**config.mk**
```make
export PLATFORM = sky130hd
export DESIGN_NAME = decode_stage
export DESIGN_NICKNAME = d
export VERILOG_FILES = /design/src/rtl/decode_pkg.sv /design/src/rtl/mult_scoreboard.sv /design/src/rtl/decode_stage.sv
export SDC_FILE = /design/constraint.sdc
export NUM_CORES = 1
export LEC_CHECK = 0
export ABC_AREA = 1
export CORE_MARGIN = 8
export CORE_UTILIZATION = 40
export DETAILED_ROUTE_END_ITERATION = 10
export PLACE_DENSITY_LB_ADDON = 0.25
export SKIP_LAST_GASP = 1
export SYNTH_ARGS = -nofsm -noshare
export SYNTH_HDL_FRONTEND = slang
export SYNTH_SLANG_ARGS = --single-unit
```
**constraint.sdc**
```tcl
create_clock -name clk -period 1.52 [get_ports clk]
set_input_delay 0.152 -clock clk [delete_from_list [all_inputs] [get_ports clk]]
set_output_delay 0.152 -clock clk [all_outputs]
set_load 0.03 [all_outputs]
```
**src/rtl/decode_pkg.sv**
```systemverilog
// Shared decode constants and the registered control bundle type.
package decode_pkg;

    localparam int unsigned MULT_CNT_W = 4;
    localparam int unsigned REG_W      = 5;
    localparam int unsigned ALU_W      = 3;

    // Primary opcodes
    localparam logic [5:0] OP_RTYPE = 6'b000000;
    localparam logic [5:0] OP_LW    = 6'b100011;
    localparam logic [5:0] OP_SW    = 6'b101011;
    localparam logic [5:0] OP_BEQ   = 6'b000100;
    localparam logic [5:0] OP_BNE   = 6'b000101;
    localparam logic [5:0] OP_ADDIU = 6'b001001;
    localparam logic [5:0] OP_ORI   = 6'b001101;
    localparam logic [5:0] OP_LUI   = 6'b001111;
    localparam logic [5:0] OP_J     = 6'b000010;
    localparam logic [5:0] OP_JAL   = 6'b000011;

    // R-type function codes
    localparam logic [5:0] F_ADDU = 6'b100001;
    localparam logic [5:0] F_SUBU = 6'b100011;
    localparam logic [5:0] F_AND  = 6'b100100;
    localparam logic [5:0] F_OR   = 6'b100101;
    localparam logic [5:0] F_SLTU = 6'b101011;
    localparam logic [5:0] F_MULT = 6'b011001;
    localparam logic [5:0] F_MFHI = 6'b010000;
    localparam logic [5:0] F_MFLO = 6'b010010;
    localparam logic [5:0] F_JR   = 6'b001000;

    // ALU operation encoding
    localparam logic [ALU_W-1:0] ALU_SLT  = 3'b000;
    localparam logic [ALU_W-1:0] ALU_SUB  = 3'b001;
    localparam logic [ALU_W-1:0] ALU_MFLO = 3'b010;
    localparam logic [ALU_W-1:0] ALU_MFHI = 3'b011;
    localparam logic [ALU_W-1:0] ALU_MULT = 3'b100;
    localparam logic [ALU_W-1:0] ALU_ADD  = 3'b101;
    localparam logic [ALU_W-1:0] ALU_OR   = 3'b110;
    localparam logic [ALU_W-1:0] ALU_AND  = 3'b111;

    typedef struct packed {
        logic             regwrite;
        logic             memwrite;
        logic             memtoreg;
        logic             alusrcbimm;
        logic             isbranch;
        logic             branchne;
        logic             dojump;
        logic             jumpreg;
        logic             link;
        logic             luiimm;
        logic             illegal;
        logic [REG_W-1:0] destreg;
        logic [ALU_W-1:0] alucontrol;
    } ctl_t;

endpackage

```
**src/rtl/mult_scoreboard.sv**
```systemverilog
// Countdown of cycles remaining on the in-flight multiply.
module mult_scoreboard
    import decode_pkg::*;
#(
    parameter int unsigned MULT_CYCLES = 4
) (
    input  logic clk,
    input  logic reset,
    input  logic load,
    output logic busy
);

    logic [MULT_CNT_W-1:0] mcnt;

    // Load on multiply issue, otherwise count down to zero and stop.
    always_ff @(posedge clk) begin
        if (reset) begin
            mcnt <= '0;
        end else if (load) begin
            mcnt <= MULT_CNT_W'(MULT_CYCLES);
        end else if (mcnt != '0) begin
            mcnt <= mcnt - MULT_CNT_W'(1);
        end
    end

    assign busy = (mcnt != '0);

endmodule

```
**src/rtl/decode_stage.sv**
```systemverilog
// Registered instruction-decode stage with valid/ready handshake and multiply stall.
module decode_stage
    import decode_pkg::*;
#(
    parameter int unsigned MULT_CYCLES = 4,
    parameter int unsigned LINK_REG    = 31
) (
    input  logic        clk,
    input  logic        reset,
    input  logic        in_valid,
    output logic        in_ready,
    input  logic [31:0] instr,
    output logic        out_valid,
    input  logic        out_ready,
    output logic        regwrite,
    output logic        memwrite,
    output logic        memtoreg,
    output logic        alusrcbimm,
    output logic        isbranch,
    output logic        branchne,
    output logic        dojump,
    output logic        jumpreg,
    output logic        link,
    output logic        luiimm,
    output logic [4:0]  destreg,
    output logic [2:0]  alucontrol,
    output logic        illegal
);

    logic [5:0]       op;
    logic [5:0]       funct;
    logic [REG_W-1:0] rt;
    logic [REG_W-1:0] rd;
    logic             unused_fields;
    logic             is_mult;
    logic             is_mulop;
    logic             busy;
    logic             stall;
    logic             accept;
    ctl_t             dec;
    ctl_t             ctl_q;

    assign op            = instr[31:26];
    assign rt            = instr[20:16];
    assign rd            = instr[15:11];
    assign funct         = instr[5:0];
    assign unused_fields = ^{instr[25:21], instr[10:6]};

    assign is_mult  = (op == OP_RTYPE) && (funct == F_MULT);
    assign is_mulop = (op == OP_RTYPE) &&
                      ((funct == F_MULT) || (funct == F_MFLO) || (funct == F_MFHI));
    assign stall    = busy & is_mulop;
    assign in_ready = (~out_valid | out_ready) & ~stall;
    assign accept   = in_valid & in_ready;

    mult_scoreboard #(.MULT_CYCLES(MULT_CYCLES)) u_sb (
        .clk   (clk),
        .reset (reset),
        .load  (accept & is_mult),
        .busy  (busy)
    );

    // Combinational decode of the presented instruction; unknowns collapse to a clean illegal bundle.
    always_comb begin
        dec            = '0;
        dec.alucontrol = ALU_ADD;
        case (op)
            OP_RTYPE: begin
                dec.regwrite = 1'b1;
                dec.destreg  = rd;
                case (funct)
                    F_ADDU: dec.alucontrol = ALU_ADD;
                    F_SUBU: dec.alucontrol = ALU_SUB;
                    F_AND:  dec.alucontrol = ALU_AND;
                    F_OR:   dec.alucontrol = ALU_OR;
                    F_SLTU: dec.alucontrol = ALU_SLT;
                    F_MFHI: dec.alucontrol = ALU_MFHI;
                    F_MFLO: dec.alucontrol = ALU_MFLO;
                    F_MULT: begin
                        dec.alucontrol = ALU_MULT;
                        dec.regwrite   = 1'b0;
                    end
                    F_JR: begin
                        dec.regwrite = 1'b0;
                        dec.dojump   = 1'b1;
                        dec.jumpreg  = 1'b1;
                    end
                    default: dec.illegal = 1'b1;
                endcase
            end
            OP_LW: begin
                dec.regwrite   = 1'b1;
                dec.memtoreg   = 1'b1;
                dec.alusrcbimm = 1'b1;
                dec.destreg    = rt;
            end
            OP_SW: begin
                dec.memwrite   = 1'b1;
                dec.alusrcbimm = 1'b1;
                dec.destreg    = rt;
            end
            OP_BEQ, OP_BNE: begin
                dec.isbranch   = 1'b1;
                dec.branchne   = op[0];
                dec.alucontrol = ALU_SUB;
                dec.destreg    = rt;
            end
            OP_ADDIU, OP_ORI, OP_LUI: begin
                dec.regwrite   = 1'b1;
                dec.alusrcbimm = 1'b1;
                dec.destreg    = rt;
                dec.luiimm     = (op == OP_LUI);
                dec.alucontrol = (op == OP_ORI) ? ALU_OR : ALU_ADD;
            end
            OP_J: dec.dojump = 1'b1;
            OP_JAL: begin
                dec.dojump   = 1'b1;
                dec.link     = 1'b1;
                dec.regwrite = 1'b1;
                dec.destreg  = REG_W'(LINK_REG);
            end
            default: dec.illegal = 1'b1;
        endcase
        if (dec.illegal) begin
            dec            = '0;
            dec.illegal    = 1'b1;
            dec.alucontrol = ALU_ADD;
        end
    end

    // Output register: load on accept, drop valid on consume, hold under backpressure.
    always_ff @(posedge clk) begin
        if (reset) begin
            out_valid <= 1'b0;
            ctl_q     <= '0;
        end else if (accept) begin
            out_valid <= 1'b1;
            ctl_q     <= dec;
        end else if (out_ready) begin
            out_valid <= 1'b0;
        end
    end

    assign regwrite   = ctl_q.regwrite;
    assign memwrite   = ctl_q.memwrite;
    assign memtoreg   = ctl_q.memtoreg;
    assign alusrcbimm = ctl_q.alusrcbimm;
    assign isbranch   = ctl_q.isbranch;
    assign branchne   = ctl_q.branchne;
    assign dojump     = ctl_q.dojump;
    assign jumpreg    = ctl_q.jumpreg;
    assign link       = ctl_q.link;
    assign luiimm     = ctl_q.luiimm;
    assign illegal    = ctl_q.illegal;
    assign destreg    = ctl_q.destreg;
    assign alucontrol = ctl_q.alucontrol;

endmodule

```
==> run metrics, run 1 <==
Non-Filler Instances 383; crit share post-route 1.078; area share of the largest cell type after synthesis 0.3130; IO buf count 46; Core Footprint 0.003689 mm2; Clock Path Buffers 2; Avg WL per Cell 12.60 um; Post-Syn Instances 235; Worst setup EP type flip-flop; r2r endpoint memtoreg$_SDFFE_PP0P_; cell with the most instances after synthesis nand2_1; EDFF count, synth 0; Starting DRT DRC Count 103; cell depth of the worst flop-to-flop path 12; total power 2.355 mW; Post-synth top cells nand2_1 (59), inv_1 (29); Top FF cell, synth dfxtp_1; Yosys cell types 29; number of buffers created by CTS 3; slowest CP cell dfxtp_2; count of final max-slew check failures 0; cts hold-fix bufs 0; actual slew at the worst max-slew pin about 350 ps; clk_lat worst skew between 200 and 300 ps; pin count of the biggest net entering global routing 15; final worst slack -119.1 ps; Setup Viol. Count Final 23; CP startpoint u_sb.mcnt[0]$_SDFFE_PP0P_; RSZ-0062 raised after global routing true; max reg flops 5; grt ovf 0; ANT cells 0; Crit Reg-Reg Startpoint u_sb.mcnt[0]$_SDFFE_PP0P_; Via density approximately 4.8; Max-slew headroom 0.7678; FP Rows 22; Antenna Violating Nets Remaining 0; fin crit period about 1600 ps; Ports 57; clock skew around 3.5 ps; Synth async-reset ratio 0; WL final 4.824 mm; clk slew on worst S/H paths ~90 ps; share of cells above drive strength 1 0.3075; failing checks negative setup slack; die height 77.95 um; kind of critical path reg2reg; # clock sinks 24; Hold Crit Class in2reg; detailed placement HPWL 3.310 mm; leakage 1.242 nW; max incr delay on CP ~350 ps; Max Fclk 0.6101 GHz; Vias between 1500 and 2000; first-pass GRT wire length 7.389 mm; Nets 373; worst endpoint required time 1690 ps; Critical Path AT 1810 ps; Remaining DRCs 0; # H-tree levels 1; dominant cell type by area after synthesis dfxtp_1; reg2reg setup slack -120 ps; critical path, cell by cell inv_2 > ha_4 > nand2_4 > nor2_4 > nor2_2 > nand2_2 > buf_6 > nand3_4 > buf_12 > buf_8 > clkinv_8 > o211a_1; TritonRoute pass-1 iters 4; PD cells 900.1 mW/mm2; VDD IR-drop max 0.0005977 V; Synth warnings 0; gr usage total 0.1443; sequential area share after synthesis 0.3130; number of synthesized register bits 24; Final Hold Viols 0; Syn Area/Cell 6.533 um2; status finished, violations left; CTS tree built; synth top area cells dfxtp_1 (31%), nand2_1 (14%), a21oi_1 (7.8%); mapped cell area approximately 0.0015 mm2; total die area 0.006076 mm2; Syn Nets 272; clock root buffer master clkbuf_8; Synth-to-Final Area Change 70.42%; gpl congestion 0.9204; Inst Count DP 364; Initial Utilization 0.4162; maximum capacitance violations 0; initial antenna violation count 0; Die Span X 77.95 um; Setup crit end memtoreg$_SDFFE_PP0P_; vias in the first global route between 1500 and 2000; Critical Path Start Type flip-flop; crit path max fanout 6
[layout make-up]
class                      count  area (um2)
clock buffer                   3       41.29
clock inverter                 1       30.03
fill                         308        1072
inverter                      32       132.6
multi-input combinational    173       945.9
sequential                    24       483.0
tap                           48       60.06
timing repair buffer          99       889.6
timing repair inverter         3       33.78
[per-layer routing]
layer	GRT usage	wire, um
met5	0	0
met4	0.02407	17
met3	0.04608	268
met2	0.2464	2403
met1	0.1747	2135
[how the worst min path moves through the flow]
stage,startpoint,endpoint,slack [ps],depth (start not counted)
after CTS,destreg[2]$_SDFFE_PP0P_,destreg[2]$_SDFFE_PP0P_,470,2
final,instr[26],branchne$_SDFFE_PP0P_,370,5
after floorplan,instr[27],dojump$_SDFFE_PP0P_,310,2
after global routing,instr[26],branchne$_SDFFE_PP0P_,410,5
after detailed placement,destreg[1]$_SDFFE_PP0P_,destreg[1]$_SDFFE_PP0P_,460,2
after global placement,destreg[1]$_SDFFE_PP0P_,destreg[1]$_SDFFE_PP0P_,450,2
[kinds of logic (layout without fill, tap and decap cells)]
kind of cell | count (synthesis) | after routing | share of synthesized area
AO/OA/AOI/OAI | 39 | 39 | 0.1377
adder cells (fa/ha/maj) | 1 | 1 | 0.008149
AND/OR/NAND/NOR | 133 | 133 | 0.4205
buffers and inverters | 38 | 138 | 0.1206
flip-flops | 24 | 24 | 0.3130
[repair_timing]
item / 4_1_cts / 5_1_grt
setup endpoints to repair: 24 / 24
gates cloned: 1 / 2
gates resized for setup: 25 / 17
setup buffers: 5 / 7
pin swaps: 5 / 9
[cells in the final DEF (no fill, tap or decap), types with 3 or more instances in the layout]
cell	count
nand3_1	21
o21ai_0	3
nand2_1	56
nor2_1	21
inv_2	4
dfxtp_1	22
nor2_2	8
buf_6	3
clkbuf_8	3
clkdlybuf4s50_1	43
a21oi_1	21
nand4_1	3
nand3_2	5
nand2_2	4
buf_4	48
a21oi_2	4
o21ai_1	7
inv_1	27
nor2_4	7
[where the power goes]
part           internal (mW)  leakage (nW)  switching, mW
logic                  0.530          1.01          0.500
clock network          0.352        0.0357          0.220
registers              0.707         0.197         0.0458
[critical path: cells and delay by family, from the launching register on]
| kind | cells | cell delay (ps) |
|---|---|---|
| fa+ha+maj | 1 | 160 |
| buf+inv | 5 | 490 |
| simple gates | 5 | 350 |
| compound gates | 1 | 200 |
| flops | 1 | 350 |
[stage by stage]
step | utilization | setup slack (ps) | TNS [ps] | instance area (um2) | hold WS [ps]
after floorplan | - | 37.76 | 0 | 1535 | 311.2
after global placement | 0.6238 | -397.4 | -5894 | 2301 | 449.7
after detailed placement | 0.6238 | -425.3 | -6956 | 2301 | 456.9
after CTS | 0.6710 | -45.86 | -330.0 | 2475 | 467.7
after global routing | 0.7093 | -199.6 | -3072 | 2616 | 406.9
final | 0.7093 | -119.1 | -964.5 | 2616 | 365.5
Power figures use the tool's default switching activity.
==> inputs of run 2 (changes only) <==
==> constraint.sdc (replaced) <==
create_clock -name clk -period 1.9 [get_ports clk]
set_input_delay 0.19 -clock clk [delete_from_list [all_inputs] [get_ports clk]]
set_output_delay 0.19 -clock clk [all_outputs]
set_load 0.03 [all_outputs]
==> run metrics, run 2 (synthesis gave the netlist of run 1 again) <==
first-pass GRT wire length 6.982 mm (was 7.389 mm); grt ovf 0 (unchanged); status complete, no violations (was finished, violations left); RSZ-0062 raised after global routing true (unchanged); Antenna Violating Nets Remaining 0 (unchanged); Buf/Inv on CP 3 (was 5); Starting DRT DRC Count 58 (was 103); Core Footprint 0.003689 mm2 (unchanged); gpl congestion 0.9130 (was 0.9204); detailed placement HPWL 3.238 mm (was 3.310 mm); actual slew at the worst max-slew pin 354.7 ps (was 347.9 ps); count of final max-slew check failures 0 (unchanged); pin count of the biggest net entering global routing 26 (was 15); Final TNS setup 0 ps (was -964.5 ps); clock root buffer master clkbuf_8 (unchanged); TritonRoute pass-1 iters 4 (unchanged); Final Hold Viols 0 (unchanged); crit share post-route 0.8938; worst endpoint required time 1710 ps (was 1690 ps); Hold Crit Class reg2reg (was in2reg); Max Fclk 0.5888 GHz; max incr delay on CP 360 ps (was 350 ps); WL final 4.042 mm (was 4.824 mm); ANT cells 0 (unchanged); Die Span X 77.95 um (unchanged); Ports 57 (unchanged); total die area 0.006076 mm2 (unchanged); Non-Filler Instances 352 (was 383); Vias 1662 (was 1825); post-CTS setup buffers 0 (was 5); cell depth of the worst flop-to-flop path 12 (unchanged); clk_lat worst skew 270 ps (about the same); VDD IR-drop max 0.0005239 V (was 0.0005977 V); IO buf count 46 (unchanged); cts hold-fix bufs 0 (unchanged); share of cells above drive strength 1 0.1809 (was 0.3075); max reg flops 5 (unchanged); most frequent cells in the layout nand2_1 (59), clkdlybuf4s50_1 (45), inv_1 (29) (was nand2_1 (56), buf_4 (48), clkdlybuf4s50_1 (43)); Remaining DRCs 0 (unchanged); Worst setup EP type output pin (was flip-flop); die height 77.95 um (unchanged); Inst Count DP 348 (was 364); Crit Reg-Reg Startpoint u_sb.mcnt[0]$_SDFFE_PP0P_ (unchanged); PD cells 704.9 mW/mm2 (was 900.1 mW/mm2); # H-tree levels 1 (unchanged); FP Rows 22 (unchanged); leakage 1.057 nW (was 1.242 nW); Via density 4.722 (was 4.765); reg2reg setup slack 200 ps (was -120 ps); Worst Hold Path Cells 2 (was 5); kind of critical path reg2out (was reg2reg); fin crit period 1698 ps; CTS tree built (unchanged); most common cell after layout, fill and taps aside nand2_1 (unchanged); final worst slack 201.7 ps (was -119.1 ps); Hold Path End destreg[3]$_SDFFE_PP0P_ (was branchne$_SDFFE_PP0P_); crit path max fanout 3 (was 6); DP Area 0.002181 mm2 (was 0.002301 mm2); Setup Viol. Count Final 0 (was 23); fin util 0.6113 (was 0.7093); gr usage total 0.1340 (was 0.1443); Top Family by Delay on Critical Path simple AND/OR/NAND/NOR gates (was buffers and inverters); Initial Utilization 0.4162 (unchanged); r2r endpoint regwrite$_SDFFE_PP0P_ (was memtoreg$_SDFFE_PP0P_); maximum capacitance violations 0 (unchanged); final instance area 0.002255 mm2 (was 0.002616 mm2); Max-slew headroom 0.7633 (was 0.7678); vias in the first global route 1634 (was 1680); Post-Place Setup Slack -79.85 ps (was -425.3 ps); slowest CP cell dfxtp_1 (was dfxtp_2); Nets 342 (was 373); Worst Min Path Start destreg[3]$_SDFFE_PP0P_ (was instr[26]); clk slew on worst S/H paths 90 ps (about the same); number of buffers created by CTS 3 (unchanged); Critical Path Start Type flip-flop (unchanged); Synth-to-Final Area Change 46.86% (was 70.42%); # clock sinks 24 (unchanged); Critical Path AT 1510 ps (was 1810 ps); Avg WL per Cell 11.48 um (was 12.60 um); critical path, cell by cell inv_1 > ha_1 > nand2_1 > nor2_2 > nor2_2 > nand2_2 > nand2_1 > inv_1 > clkbuf_2 (was inv_2 > ha_4 > nand2_4 > nor2_4 > nor2_2 > nand2_2 > buf_6 > nand3_4 > buf_12 > buf_8 > clkinv_8 > o211a_1); clock skew 4.164 ps (was 3.526 ps); Clock Path Buffers 2 (unchanged); initial antenna violation count 0 (unchanged)
==> run 2: changes by cell type in the layout (fill, tap and decap cells not counted), sizes merged <==
cell           delta
buf              -29
clkdlybuf4s50     +2
clkbuf            +1
clkinv            -2
inv               -1
dlymetal6s2s      -2
==> run 2: area by class of cell <==
type / instances / area, um2
clock buffer: 3 / 41.29
clock inverter: 1 / 30.03
fill: 371 / 1434
inverter: 32 / 125.1
multi-input combinational: 173 / 874.6
sequential: 24 / 480.5
tap: 48 / 60.06
timing repair buffer: 71 / 643.1
==> run 2: worst max path at each step <==
stage                                         start                   endpoint  slack [ps]  cells past startpoint
after floorplan           u_sb.mcnt[0]$_SDFFE_PP0P_      memtoreg$_SDFFE_PP0P_         420                     10
after global placement                    instr[27]                   in_ready         -70                      8
after CTS                 u_sb.mcnt[0]$_SDFFE_PP0P_                   in_ready           9                      9
after global routing      u_sb.mcnt[0]$_SDFFE_PP0P_  u_sb.mcnt[3]$_SDFFE_PP0P_         -10                     12
after detailed placement                  instr[27]                   in_ready         -80                      8
final                     u_sb.mcnt[0]$_SDFFE_PP0P_                   in_ready         200                      9
==> run 2: layer usage <==
metal / vias up / global-route usage / wire length [um] / part of all wire
met1: 727 / 0.1624 / 1811 / 0.45
met5: - / 0 / 0 / 0
met4: 0 / 0.04444 / 55 / 0.014
met2: 40 / 0.2272 / 1960 / 0.48
met3: 6 / 0.03111 / 215 / 0.053
li1: 889 / - / - / -
==> run 2: stage by stage <==
stage / total power, mW / hold slack, ps
floorplan: 0.9408 / 349.2
global placement: 1.138 / 449.8
detailed placement: 1.146 / 456.5
CTS: 1.599 / 470.7
global route: 1.712 / 493.4
finish: 1.589 / 469.1
==> run 2: worst reg2reg max path: stages (launching register included) <==
cell     delay (ps)
dfxtp_1         330
inv_1            80
ha_1            160
nand2_1         100
nor2_2          130
nor2_2           60
nand2_2          70
buf_4           120
nand3_4          80
buf_4           180
nor2_4          130
nand2_1         100
a21oi_2         120
==> run 2: repair_timing <==
action,in CTS,in global routing
endpoints found under the hold margin,0,0
setup endpoints to repair,1,7
pin swaps,0,1
gates resized for setup,1,4
==> run 2: power by group <==
part | switching [mW] | internal [mW] | leakage, nW
clock | 0.173 | 0.282 | 0.0357
sequential | 0.0329 | 0.561 | 0.197
combinational | 0.289 | 0.252 | 0.824
total | 0.494 | 1.10 | 1.06
==> inputs of run 3 (changes only) <==
--- a/config.mk
+++ b/config.mk
@@ -8,8 +8,10 @@
 export ABC_AREA = 1
 export CORE_MARGIN = 8
 export CORE_UTILIZATION = 40
+export CTS_BUF_LIST = sky130_fd_sc_hd__clkbuf_2 sky130_fd_sc_hd__clkbuf_4 sky130_fd_sc_hd__clkbuf_8
 export DETAILED_ROUTE_END_ITERATION = 10
 export PLACE_DENSITY_LB_ADDON = 0.25
+export SKIP_CTS_REPAIR_TIMING = 1
 export SKIP_LAST_GASP = 1
 export SYNTH_ARGS = -nofsm -noshare
 export SYNTH_HDL_FRONTEND = slang
==> run metrics, run 3 (synthesis gave the netlist of run 1 again) <==
status complete, no violations (unchanged); ANT cells 0 (unchanged); Post-Place Setup Slack -79.85 ps (unchanged); TritonRoute pass-1 iters 4 (unchanged); Sw Ratio 0.3107 (was 0.3109); Final TNS setup 0 ps (unchanged); P_int 1.096 mW (was 1.095 mW); FP Rows 22 (unchanged); # H-tree levels 1 (unchanged); Clock Power Share 0.286 (about the same); WL final 4.042 mm (unchanged); switching power total 494.0 uW (was 494.1 uW); CP startpoint u_sb.mcnt[0]$_SDFFE_PP0P_ (unchanged); grt ovf 0 (unchanged); reg2reg setup slack 200 ps (about the same); final worst slack 146.0 ps (was 201.7 ps); # clock sinks 24 (unchanged); Final Hold Viols 0 (unchanged); kind of critical path reg2out (unchanged); max reg flops 5 (unchanged); Worst setup EP type output pin (unchanged); Hold Path End destreg[3]$_SDFFE_PP0P_ (unchanged); actual slew at the worst max-slew pin 354.7 ps (unchanged); Core Footprint 0.003689 mm2 (unchanged); Max Fclk 0.5701 GHz (was 0.5888 GHz); Inst Count DP 348 (unchanged); first-pass GRT wire length 6.982 mm (unchanged); die height 77.95 um (unchanged); r2r endpoint regwrite$_SDFFE_PP0P_ (unchanged); Die Span X 77.95 um (unchanged); gpl congestion 0.9130 (unchanged); total power 1.590 mW (was 1.589 mW); total die area 0.006076 mm2 (unchanged); Worst Hold Path Cells 2 (unchanged); Critical Path AT 1560 ps (was 1510 ps); Setup Viol. Count Final 0 (unchanged); pin count of the biggest net entering global routing 26 (unchanged); Fill cells 369 (was 371); cell depth of the worst flop-to-flop path 12 (unchanged); Critical Path Start Type flip-flop (unchanged); DP Area 0.002181 mm2 (unchanged); crit share post-route 0.9232 (was 0.8938); detailed placement HPWL 3.238 mm (unchanged); Flop pwr share 0.374 (about the same); number of buffers created by CTS 3 (unchanged); final instance area 0.002262 mm2 (was 0.002255 mm2); fin util 0.6133 (was 0.6113); gr usage total 0.1340 (unchanged); Nets 342 (unchanged); area of the multi-input gates 874.6 um2 (unchanged); IO buf count 46 (unchanged); Min Hold Slack 469.1 ps (unchanged); clk slew on worst S/H paths 90 ps (about the same); Via density 4.722 (unchanged); Antenna Violating Nets Remaining 0 (unchanged); Logic pwr share 0.341 (was 0.340); most frequent cells in the layout nand2_1 (59), clkdlybuf4s50_1 (45), inv_1 (29) (unchanged); Starting DRT DRC Count 58 (unchanged); Crit Reg-Reg Startpoint u_sb.mcnt[0]$_SDFFE_PP0P_ (unchanged); VDD IR-drop max 0.0005239 V (about the same); maximum capacitance violations 0 (unchanged); Hold Crit Class reg2reg (unchanged); clk_lat worst skew 270 ps (about the same); CTS tree built (unchanged); Clock Path Buffers 2 (unchanged); Vias 1662 (unchanged); FF/Latch Area 480.5 um2 (unchanged); fin crit period 1754 ps (was 1698 ps); Remaining DRCs 0 (unchanged); Synth-to-Final Area Change 47.35% (was 46.86%); Initial Utilization 0.4162 (unchanged); RSZ-0062 raised after global routing true (unchanged); PD cells 702.9 mW/mm2 (was 704.9 mW/mm2); initial antenna violation count 0 (unchanged); leakage 1.059 nW (was 1.057 nW); most common cell after layout, fill and taps aside nand2_1 (unchanged); clock root buffer master clkbuf_8 (unchanged); crit path max fanout 3 (unchanged); worst endpoint required time 1710 ps (about the same); Ports 57 (unchanged); share of cells above drive strength 1 0.1776 (was 0.1809); clock skew 4.164 ps (unchanged); Worst Min Path Start destreg[3]$_SDFFE_PP0P_ (unchanged); vias in the first global route 1634 (unchanged); count of final max-slew check failures 0 (unchanged); Non-Filler Instances 352 (unchanged); Avg WL per Cell 11.48 um (unchanged); Max-slew headroom 0.7633 (unchanged)
## run 3: cell count changes in the layout (fill, tap and decap cells not counted), sizes merged
cell / previous run / this run
clkbuf: 4 / 3
dlymetal6s2s: 0 / 1
## run 3: area by class of cell
| cell class | instances | share of cell area |
|---|---|---|
| well taps | 48 | 0.02655 |
| repair buffers | 71 | 0.2876 |
| inverters | 32 | 0.05531 |
| clock inverters | 1 | 0.01327 |
| clock buffers | 3 | 0.01825 |
| multi-input cells | 173 | 0.3866 |
| flip-flops and latches | 24 | 0.2124 |
## run 3: critical path, stage by stage, from the launching register on
cell and delay, ps:
dfxtp_1 360, inv_1 60, ha_1 200, nand2_1 120, nor2_2 60, nor2_2 110, nand2_2 70, nand2_1 60
inv_1 30, dlymetal6s2s_1 230
## run 3: worst max-delay path by stage
stage	end
floorplan	memtoreg$_SDFFE_PP0P_
global placement	in_ready
detailed placement	in_ready
CTS	in_ready
global route	u_sb.mcnt[3]$_SDFFE_PP0P_
finish	in_ready
## run 3: power by group through the flow
stage               logic [mW]  clock network, mW  registers, mW
finish                   0.542              0.454          0.594
global route             0.632              0.478          0.602
CTS                      0.543              0.461          0.595
global placement         0.532                  0          0.605
detailed placement       0.540                  0          0.606
floorplan                0.303                  0          0.638
## run 3: per-layer routing
metal  track usage  up-vias  share of wire
met5             0        -              0
met4       0.04444        0          0.014
met3       0.03111        6          0.053
met2        0.2272       40           0.48
met1        0.1624      727           0.45
li1              -      889              -
